--- src/rtl/approx_adder_error_monitor.sv ---
// approx_adder_error_monitor: drives pseudo-random operand pairs into a combinational approximate adder and accumulates error statistics
// Ports:
//   clk, rst_n          clock (rising edge) and synchronous active-low reset
//   start, abort        begin a run (IDLE/DONE only), end a run early (RUN/DRAIN only)
//   seed                LFSR seed captured on an accepted start; 0 is replaced by 1
//   op_a, op_b          operands to the netlist (op_a[15-i] -> g<i>, op_b[15-i] -> g<16+i>)
//   op_valid            operands carry a live sample
//   approx_sum          netlist sum; [16] is the carry-out (g251), [0] is g235
//   busy, done          run in progress / statistics final
//   err_count, err_sum, err_max   mismatch count, sum and maximum of absolute error
module approx_adder_error_monitor #(
   parameter int WIDTH       = 16,
   parameter int NUM_SAMPLES = 4096,
   parameter int CNT_W       = 17
) (
   input  logic                   clk,
   input  logic                   rst_n,
   input  logic                   start,
   input  logic                   abort,
   input  logic [31:0]            seed,
   output logic [WIDTH-1:0]       op_a,
   output logic [WIDTH-1:0]       op_b,
   output logic                   op_valid,
   input  logic [WIDTH:0]         approx_sum,
   output logic                   busy,
   output logic                   done,
   output logic [CNT_W-1:0]       err_count,
   output logic [WIDTH+CNT_W:0]   err_sum,
   output logic [WIDTH:0]         err_max
);
   localparam int SW = WIDTH + CNT_W + 1;
   typedef enum logic [1:0] {s_idle, s_run, s_drain, s_done} state_t;
   state_t state, state_nx;
   logic [31:0] lfsr, lfsr_nx, last;
   logic [CNT_W-1:0] cnt;
   logic dcnt, v1, go, stop, last_smp;
   logic [WIDTH:0] exact, approx, absdiff;
   logic [WIDTH+1:0] diff;
   always_comb begin
      go       = (state == s_idle || state == s_done) && start;
      stop     = (state == s_run || state == s_drain) && abort;
      last_smp = cnt == CNT_W'(NUM_SAMPLES - 1);
      state_nx = go ? s_run :
                 stop ? s_idle :
                 (state == s_run && last_smp) ? s_drain :
                 (state == s_drain && dcnt) ? s_done : state;
      op_valid = state == s_run;
      busy     = state == s_run || state == s_drain;
      done     = state == s_done;
      // operands track the LFSR while issuing and freeze on the last issued pair otherwise
      op_a     = op_valid ? lfsr[31 -: WIDTH] : last[31 -: WIDTH];
      op_b     = op_valid ? lfsr[15 -: WIDTH] : last[15 -: WIDTH];
      lfsr_nx  = {1'b0, lfsr[31:1]} ^ (lfsr[0] ? 32'h80200003 : 32'h0);
      // one extra bit so the sign of exact - approx is visible
      diff     = {1'b0, exact} - {1'b0, approx};
      absdiff  = diff[WIDTH+1] ? ~diff[WIDTH:0] + 1'b1 : diff[WIDTH:0];
   end
   always_ff @(posedge clk) begin
      if (!rst_n) begin
         state     <= s_idle;
         lfsr      <= 32'h1;
         last      <= '0;
         cnt       <= '0;
         dcnt      <= 1'b0;
         v1        <= 1'b0;
         exact     <= '0;
         approx    <= '0;
         err_count <= '0;
         err_sum   <= '0;
         err_max   <= '0;
      end else begin
         state  <= state_nx;
         dcnt   <= (state == s_drain) ? ~dcnt : 1'b0;
         // an abort flushes the sample sitting in stage 1 as well as the one being issued
         v1     <= op_valid && !stop;
         exact  <= {1'b0, op_a} + {1'b0, op_b};
         approx <= approx_sum;
         if (go) begin
            lfsr <= (seed == 32'h0) ? 32'h1 : seed;
            cnt  <= '0;
         end else if (op_valid) begin
            lfsr <= lfsr_nx;
            last <= lfsr;
            cnt  <= cnt + CNT_W'(1);
         end
         if (go) begin
            err_count <= '0;
            err_sum   <= '0;
            err_max   <= '0;
         end else if (v1 && !stop) begin
            err_count <= err_count + CNT_W'(absdiff != '0);
            err_sum   <= err_sum + SW'(absdiff);
            err_max   <= (absdiff > err_max) ? absdiff : err_max;
         end
      end
   end
endmodule
--- config.mk ---
export PLATFORM = sky130hd
export DESIGN_NAME = approx_adder_error_monitor
export DESIGN_NICKNAME = d
export VERILOG_FILES = /design/src/rtl/approx_adder_error_monitor.sv
export SDC_FILE = /design/constraint.sdc
export NUM_CORES = 1
export LEC_CHECK = 0
export ABC_AREA = 1
export BUFFER_PORTS_ARGS = -buffer_cell sky130_fd_sc_hd__buf_2
export CAP_MARGIN = 10
export CORE_MARGIN = 2
export CORE_UTILIZATION = 36
export DETAILED_ROUTE_END_ITERATION = 8
export SKIP_CTS_REPAIR_TIMING = 1
export SLEW_MARGIN = 20
export SYNTH_ARGS = -nofsm -noshare
export SYNTH_HDL_FRONTEND = slang
export SYNTH_SLANG_ARGS = --single-unit
--- constraint.sdc ---
create_clock -name clk -period 6.1 [get_ports clk]
set_input_delay 0.305 -clock clk [delete_from_list [all_inputs] [get_ports clk]]
set_output_delay 0.305 -clock clk [all_outputs]
set_load 0.05 [all_outputs]
==> metrics.txt, run 1 <==
status=finished clean; Yosys top cell area share=34.8%; area of the die=0.0313 mm²; vias per cell=4.81; DR top layer=met4; worst skew pair latency=0.44 ns; P per Cell Area=297 mW/mm²; critical path type=flip-flop to flip-flop; post-synthesis xor/xnor area fraction=2.85%; slowest cell delay on critical path=0.43 ns; nets in the synthesized netlist=1728; Final HPWL DP=22600 µm; Die Ht=177 µm; Mean Syn Cell Area=6.73 µm²; Total GRT Usage=18.8%; max_slew headroom=35.7%; critical path's slowest cell=fa_1; Die X=177 µm; Hold Path Stages=2; Place WS=0.895 ns; area growth from synthesis to layout=16.1%; element type at the critical path start=flip-flop; DRT Pass-1 Iters=5; Post-DP Area=0.0119 mm²; # H-tree levels=4; global route overflow=0; top post-synthesis cells by area=dfxtp_1 (35%), nand2_1 (14%), a21oi_1 (8.7%); Clock transition at path regs=0.07 ns; WL/cell=13.7 µm; DR DRC count=0; I/O Pins=156; data required time of the worst path=6.46 ns; CP delay by family, top=simple AND/OR/NAND/NOR gates; CP endpoint kind=flip-flop; Worst Path Buf+Inv=6; setup slack after layout=0.921 ns; Final Hold Viols=0; setup TNS=0 ns; Std-Cell Rows=63; post-route ant nets=0; final slew viol count=0; first-pass GRT wire length=47500 µm; crit path max fanout=5; synthesized instance count=1601; met2 WL post-DR=13500 µm; Synth Area in Adders=8.80%; share of layout cells above drive strength 1=13.3%; RSZ-0062 raised after global routing=no; synth cell count leaders=nand2_1 (398), inv_1 (238), a21oi_1 (187), dfxtp_1 (187), nor2_1 (148); largest net degree at the start of global routing=54; Worst Max-Slew Pin Slew=0.962 ns; CP arrival=5.54 ns; fraction of registers with async set/reset=0%; Root Driver=clkbuf_16; main combinational cell family by area after synthesis=simple AND/OR/NAND/NOR gates; Post-synth EDFFs=0; MaxCap Viol Count=0; R2R setup slack=0.92 ns; CTS sink count=187; count leader, synth=nand2_1; worst hold start=abort; Power Total=0.00372 W; reg2reg end=err_count[16]; Synth Flop Type=dfxtp_1; register bit total from synthesis=187; Worst path depth=31; Starting Density=36.4%; Routed WL=29400 µm; leak pwr=6.38 nW; post-route cell area=0.0125 mm²; register area=0.00374 mm²; reg2reg path depth=31; Period minus WS final=5.18 ns; RePlAce Congestion=0.896; vias in the first global route=9408; metal3 WL=1150 µm; Syn. warnings=0; fillcell total=3126; Synth area leader=dfxtp_1; peak supply drop=0.000209 V; cell area after synthesis=0.0108 mm²; CP startpoint=exact[0]; initial antenna violation count=1; sequential area share after synthesis=34.8%; area occupied by multi-input gates=0.00592 mm²; CTS Buf Count=17; cell mode on critical path=inv_1; post-synthesis compound-gate area fraction=14.8%; core area=0.0296 mm²; M1 WL=14200 µm; CTS tree=built; number of nets in the layout=1867; Post-Synth Simple-Gate Area=28.4%; via count=10.3k; final period utilization=84.9%; post-synthesis mux area share=0%; Final Setup Violations=0; fmax=0.193 GHz; # port buffers=155; RR Startpoint=exact[0]; Distinct cells, synth=51; clock skew=0.0180 ns; clock buffer depth=2; Worst Hold Class=input port to flip-flop; initial DRC count=587; crit path to=err_count[16]
## worst register-to-register path: cells and delay by family, from the launching register on
kind	cells	cell delay [ns]
XOR/XNOR	1	0.37
AND/OR/NAND/NOR	16	2.25
adder cells (fa/ha/maj)	4	0.96
flip-flops	1	0.31
buffers and inverters	6	0.52
AO/OA/AOI/OAI	4	0.74
## routing by layer
metal  vias up  GRT usage (%)
met5         -              0
met4         0           4.86
met3        36           3.03
met2       205           31.0
met1      4631           25.5
li1       5448              -
## worst min path at each step
stage | slack [ns] | endpoint
floorplan | 0.38 | v1
global placement | 0.40 | dcnt
detailed placement | 0.41 | dcnt
CTS | 0.04 | v1
global route | 0.04 | v1
finish | 0.05 | v1
## flip-flops by register name, indices dropped and copies added, names as in the netlist, 2 cells and up
name,cells
err_count,17
state,2
err_sum,34
approx,17
cnt,17
last,32
lfsr,32
err_max,17
exact,17
## placed cells by master, fill, tap and decap left out, drive strengths merged, types with 2 or more instances in the layout
cell,netlist,routed
a211oi,3,3
a21boi,7,7
a21o,2,2
a21oi,189,189
a311oi,2,2
a31oi,5,5
and3,2,2
buf,12,164
clkbuf,32,17
clkinv,0,9
dfxtp,187,187
fa,3,3
ha,71,71
inv,242,248
nand2,413,413
nand3,79,79
nand3b,8,8
nand4,23,23
nor2,152,152
nor3,31,31
nor4,12,12
o21a,6,6
o21ai,66,66
o21bai,3,3
o31ai,4,4
or2,3,3
xnor2,11,11
xor2,24,24
## stage by stage
| step | hold WS [ns] | instances | utilization, % |
|---|---|---|---|
| after global routing | 0.0436 | 2144 | 42.3 |
| final | 0.0513 | 2144 | 42.3 |
| after floorplan | 0.384 | 1601 | - |
| after detailed placement | 0.412 | 2111 | 40.3 |
| after global placement | 0.400 | 2111 | 40.3 |
| after CTS | 0.0391 | 2143 | 42.3 |
## report_power, final
part	internal, W	total, W	switching [W]
Sequential	0.00127	0.00130	0.0000292
Clock	0.000555	0.00113	0.000572
Combinational	0.000405	0.00129	0.000883
## layout make-up
cell class,instances,area share [%]
multi-input combinational,1128,47.4
sequential,187,29.9
inverter,242,7.26
timing repair buffer,164,6.74
tap,390,3.90
clock buffer,17,3.40
clock inverter,15,1.39
antenna,1,0.0200
## cells by family (layout without fill, tap and decap cells)
| logic type | after synthesis | after routing |
|---|---|---|
| simple gates | 725 | 725 |
| compound gates | 294 | 294 |
| buf+inv | 286 | 438 |
| flops | 187 | 187 |
| fa+ha+maj | 74 | 74 |
| xor+xnor | 35 | 35 |
| other cells | 0 | 1 |
Note: power is estimated with default switching activity, not from simulation.
==> run 2, diff against run 1 <==
- ABC_AREA: 1 -> 0
- clock period: 6.1 -> 4.7 ns (I/O delays scaled with it)
==> metrics.txt, run 2 <==
status=finished, violations left; failing checks=setup timing; Starting Density=36.6%; Reg with most FFs=err_sum; Worst Path Buf+Inv=7; global route overflow=0; Total GRT Usage=17.9%; share of layout cells above drive strength 1=38.9%; Post-Synth Simple-Gate Area=24.1%; CTS Buf Count=17; Hold EP=lfsr[9]; Syn. warnings=0; element type at the critical path start=flip-flop; core area=0.0296 mm²; fraction of registers with async set/reset=0%; post-synthesis mux area share=6.50%; first-pass GRT wire length=45500 µm; CTS sink count=187; CP delay by family, top=compound AO/OA/AOI/OAI gates; RR Startpoint=exact[0]; data required time of the worst path=5.04 ns; clock skew=0.0219 ns; post-route ant nets=0; final hold slack=0.00500 ns; initial antenna violation count=1; main combinational cell family by area after synthesis=simple AND/OR/NAND/NOR gates; Post-DP Area=0.0132 mm²; Synth Area in Adders=8.78%; worst skew pair latency=0.45 ns; Distinct cells, synth=85; peak supply drop=0.000289 V; WL/cell=15.4 µm; top post-synthesis cells by area=dfxtp_1 (35%), ha_1 (8.2%), xnor2_1 (4.0%); I/O Pins=156; post-route cell area=0.0154 mm²; Hold Path Stages=3; DR DRC count=0; cell mode on critical path=buf_6; Final HPWL DP=21600 µm; Worst Hold Class=input port to flip-flop; vias in the first global route=9126; post-synthesis compound-gate area fraction=14.3%; setup slack after layout=-0.181 ns; critical path's slowest cell=a211o_1; R2R setup slack=-0.18 ns; final period utilization=104%; Mean Syn Cell Area=8.63 µm²; RSZ-0062 raised after global routing=yes; # H-tree levels=4; Die Ht=177 µm; Std-Cell Rows=63; RePlAce Congestion=0.901; top flop regs=err_sum x34, last x32, lfsr x32; Final Hold Viols=0; Routed WL=30400 µm; Top Usage Layer GRT=met2; Die X=177 µm; Final Setup Violations=29; CTS tree=built; max_slew headroom=28.8%; reg2reg end=err_sum[29]; worst hold start=seed[9]; register bit total from synthesis=187; Clock transition at path regs=0.09 ns; DRT Pass-1 Iters=5; number of nets in the layout=1699; Synth Flop Type=dfxtp_1; sequential area share after synthesis=34.6%; # port buffers=155; Yosys top cell area share=34.6%; initial DRC count=530; most common cell after layout, fill and taps aside=dfxtp_1; largest net degree at the start of global routing=95; leak pwr=6.62 nW; cell area after synthesis=0.0108 mm²; GR Util met3=3.41%; via count=9978; clock buffer depth=2; synth cell count leaders=dfxtp_1 (187), nand2_1 (109), nor2_1 (92); MaxCap Viol Count=0; most frequent cells in the layout=dfxtp_1 (184), buf_4 (169), buf_2 (155), nand2_1 (98), nor2_1 (82); Post-synth EDFFs=0; final slew viol count=0; area growth from synthesis to layout=42.5%; met1 Use GR=23.7%; CP arrival=5.22 ns; Root Driver=clkbuf_16; crit path max fanout=5; vias per cell=5.05; max reg flops=34; critical path type=flip-flop to flip-flop; Period minus WS final=4.88 ns; CP endpoint kind=flip-flop; P per Cell Area=410 mW/mm²; area of the die=0.0314 mm²; met2 Resource Use GR=30.1%; count leader, synth=dfxtp_1; Synth area leader=dfxtp_1; post-synthesis xor/xnor area fraction=7.37%; Worst Max-Slew Pin Slew=1.07 ns; synthesized instance count=1252; slowest cell delay on critical path=0.36 ns; fmax=0.205 GHz; reg2reg path depth=26; nets in the synthesized netlist=1379
-- run 2: cell types whose count changed in the layout (fill, tap and decap cells not counted), sizes merged, moves of 20 or more --
| cell | change |
|---|---|
| xnor2 | +39 |
| nand2 | -303 |
| mux2 | +30 |
| buf | +182 |
| nor3 | +20 |
| mux2i | +36 |
| nand3 | -43 |
| a21oi | -104 |
| and2 | +65 |
| inv | -179 |
| nor2 | -60 |
-- run 2: per-layer routing --
layer	vias up	part of all wire, %
li1	5033	-
met1	4636	46
met2	259	47
met3	50	4.7
met4	0	2.2
met5	-	0
-- run 2: through the flow --
stage / util [%] / worst slack, ns / setup TNS [ns] / power [W] / cells
floorplan: - / -0.0651 / -0.190 / 0.00306 / 1252
global placement: 44.6 / -0.324 / -7.22 / 0.00389 / 1899
detailed placement: 44.6 / -0.364 / -10.45 / 0.00392 / 1899
CTS: 46.6 / -0.371 / -11.89 / 0.00542 / 1931
global route: 52.1 / -0.390 / -13.80 / 0.00661 / 1975
finish: 52.1 / -0.181 / -1.86 / 0.00630 / 1976
-- run 2: worst min-delay path: stages --
cell and delay [ns]:
buf_2 0.09, nand2_1 0.04, o21ai_0 0.06
-- run 2: final cells by class --
type	instances	area, µm²
repair buffers	352	2420
fillers	2696	14200
well taps	390	488
diodes	1	2.50
inverters	64	240
clock inverters	15	190
flip-flops and latches	187	3750
multi-input cells	950	7880
clock buffers	17	425
-- run 2: logic make-up (layout without fill, tap and decap cells) --
group	Yosys count	count (layout)
DFF	187	187
muxes	66	66
AOI/OAI and AO/OA	236	236
buffers and inverters	115	448
other	0	1
and+or+nand+nor	484	484
adders and majority gates	74	74
xor gates and xnor gates	90	90
-- run 2: report_power, final --
part | leakage, nW | switching (W) | internal (W) | total [W]
clock network | 0.290 | 0.000763 | 0.000728 | 0.00149
registers | 1.52 | 0.0000434 | 0.00165 | 0.00169
logic | 4.81 | 0.00163 | 0.00150 | 0.00312
total | 6.62 | 0.00244 | 0.00387 | 0.00630
-- run 2: worst max path at each step --
| stage | from | to | depth (start not counted) |
|---|---|---|---|
| final | exact[0] | err_sum[29] | 26 |
| after global routing | exact[0] | err_sum[33] | 26 |
| after floorplan | approx[1] | err_sum[24] | 24 |
| after global placement | approx[1] | err_sum[16] | 23 |
| after detailed placement | approx[1] | err_sum[28] | 23 |
| after CTS | exact[0] | err_sum[29] | 24 |
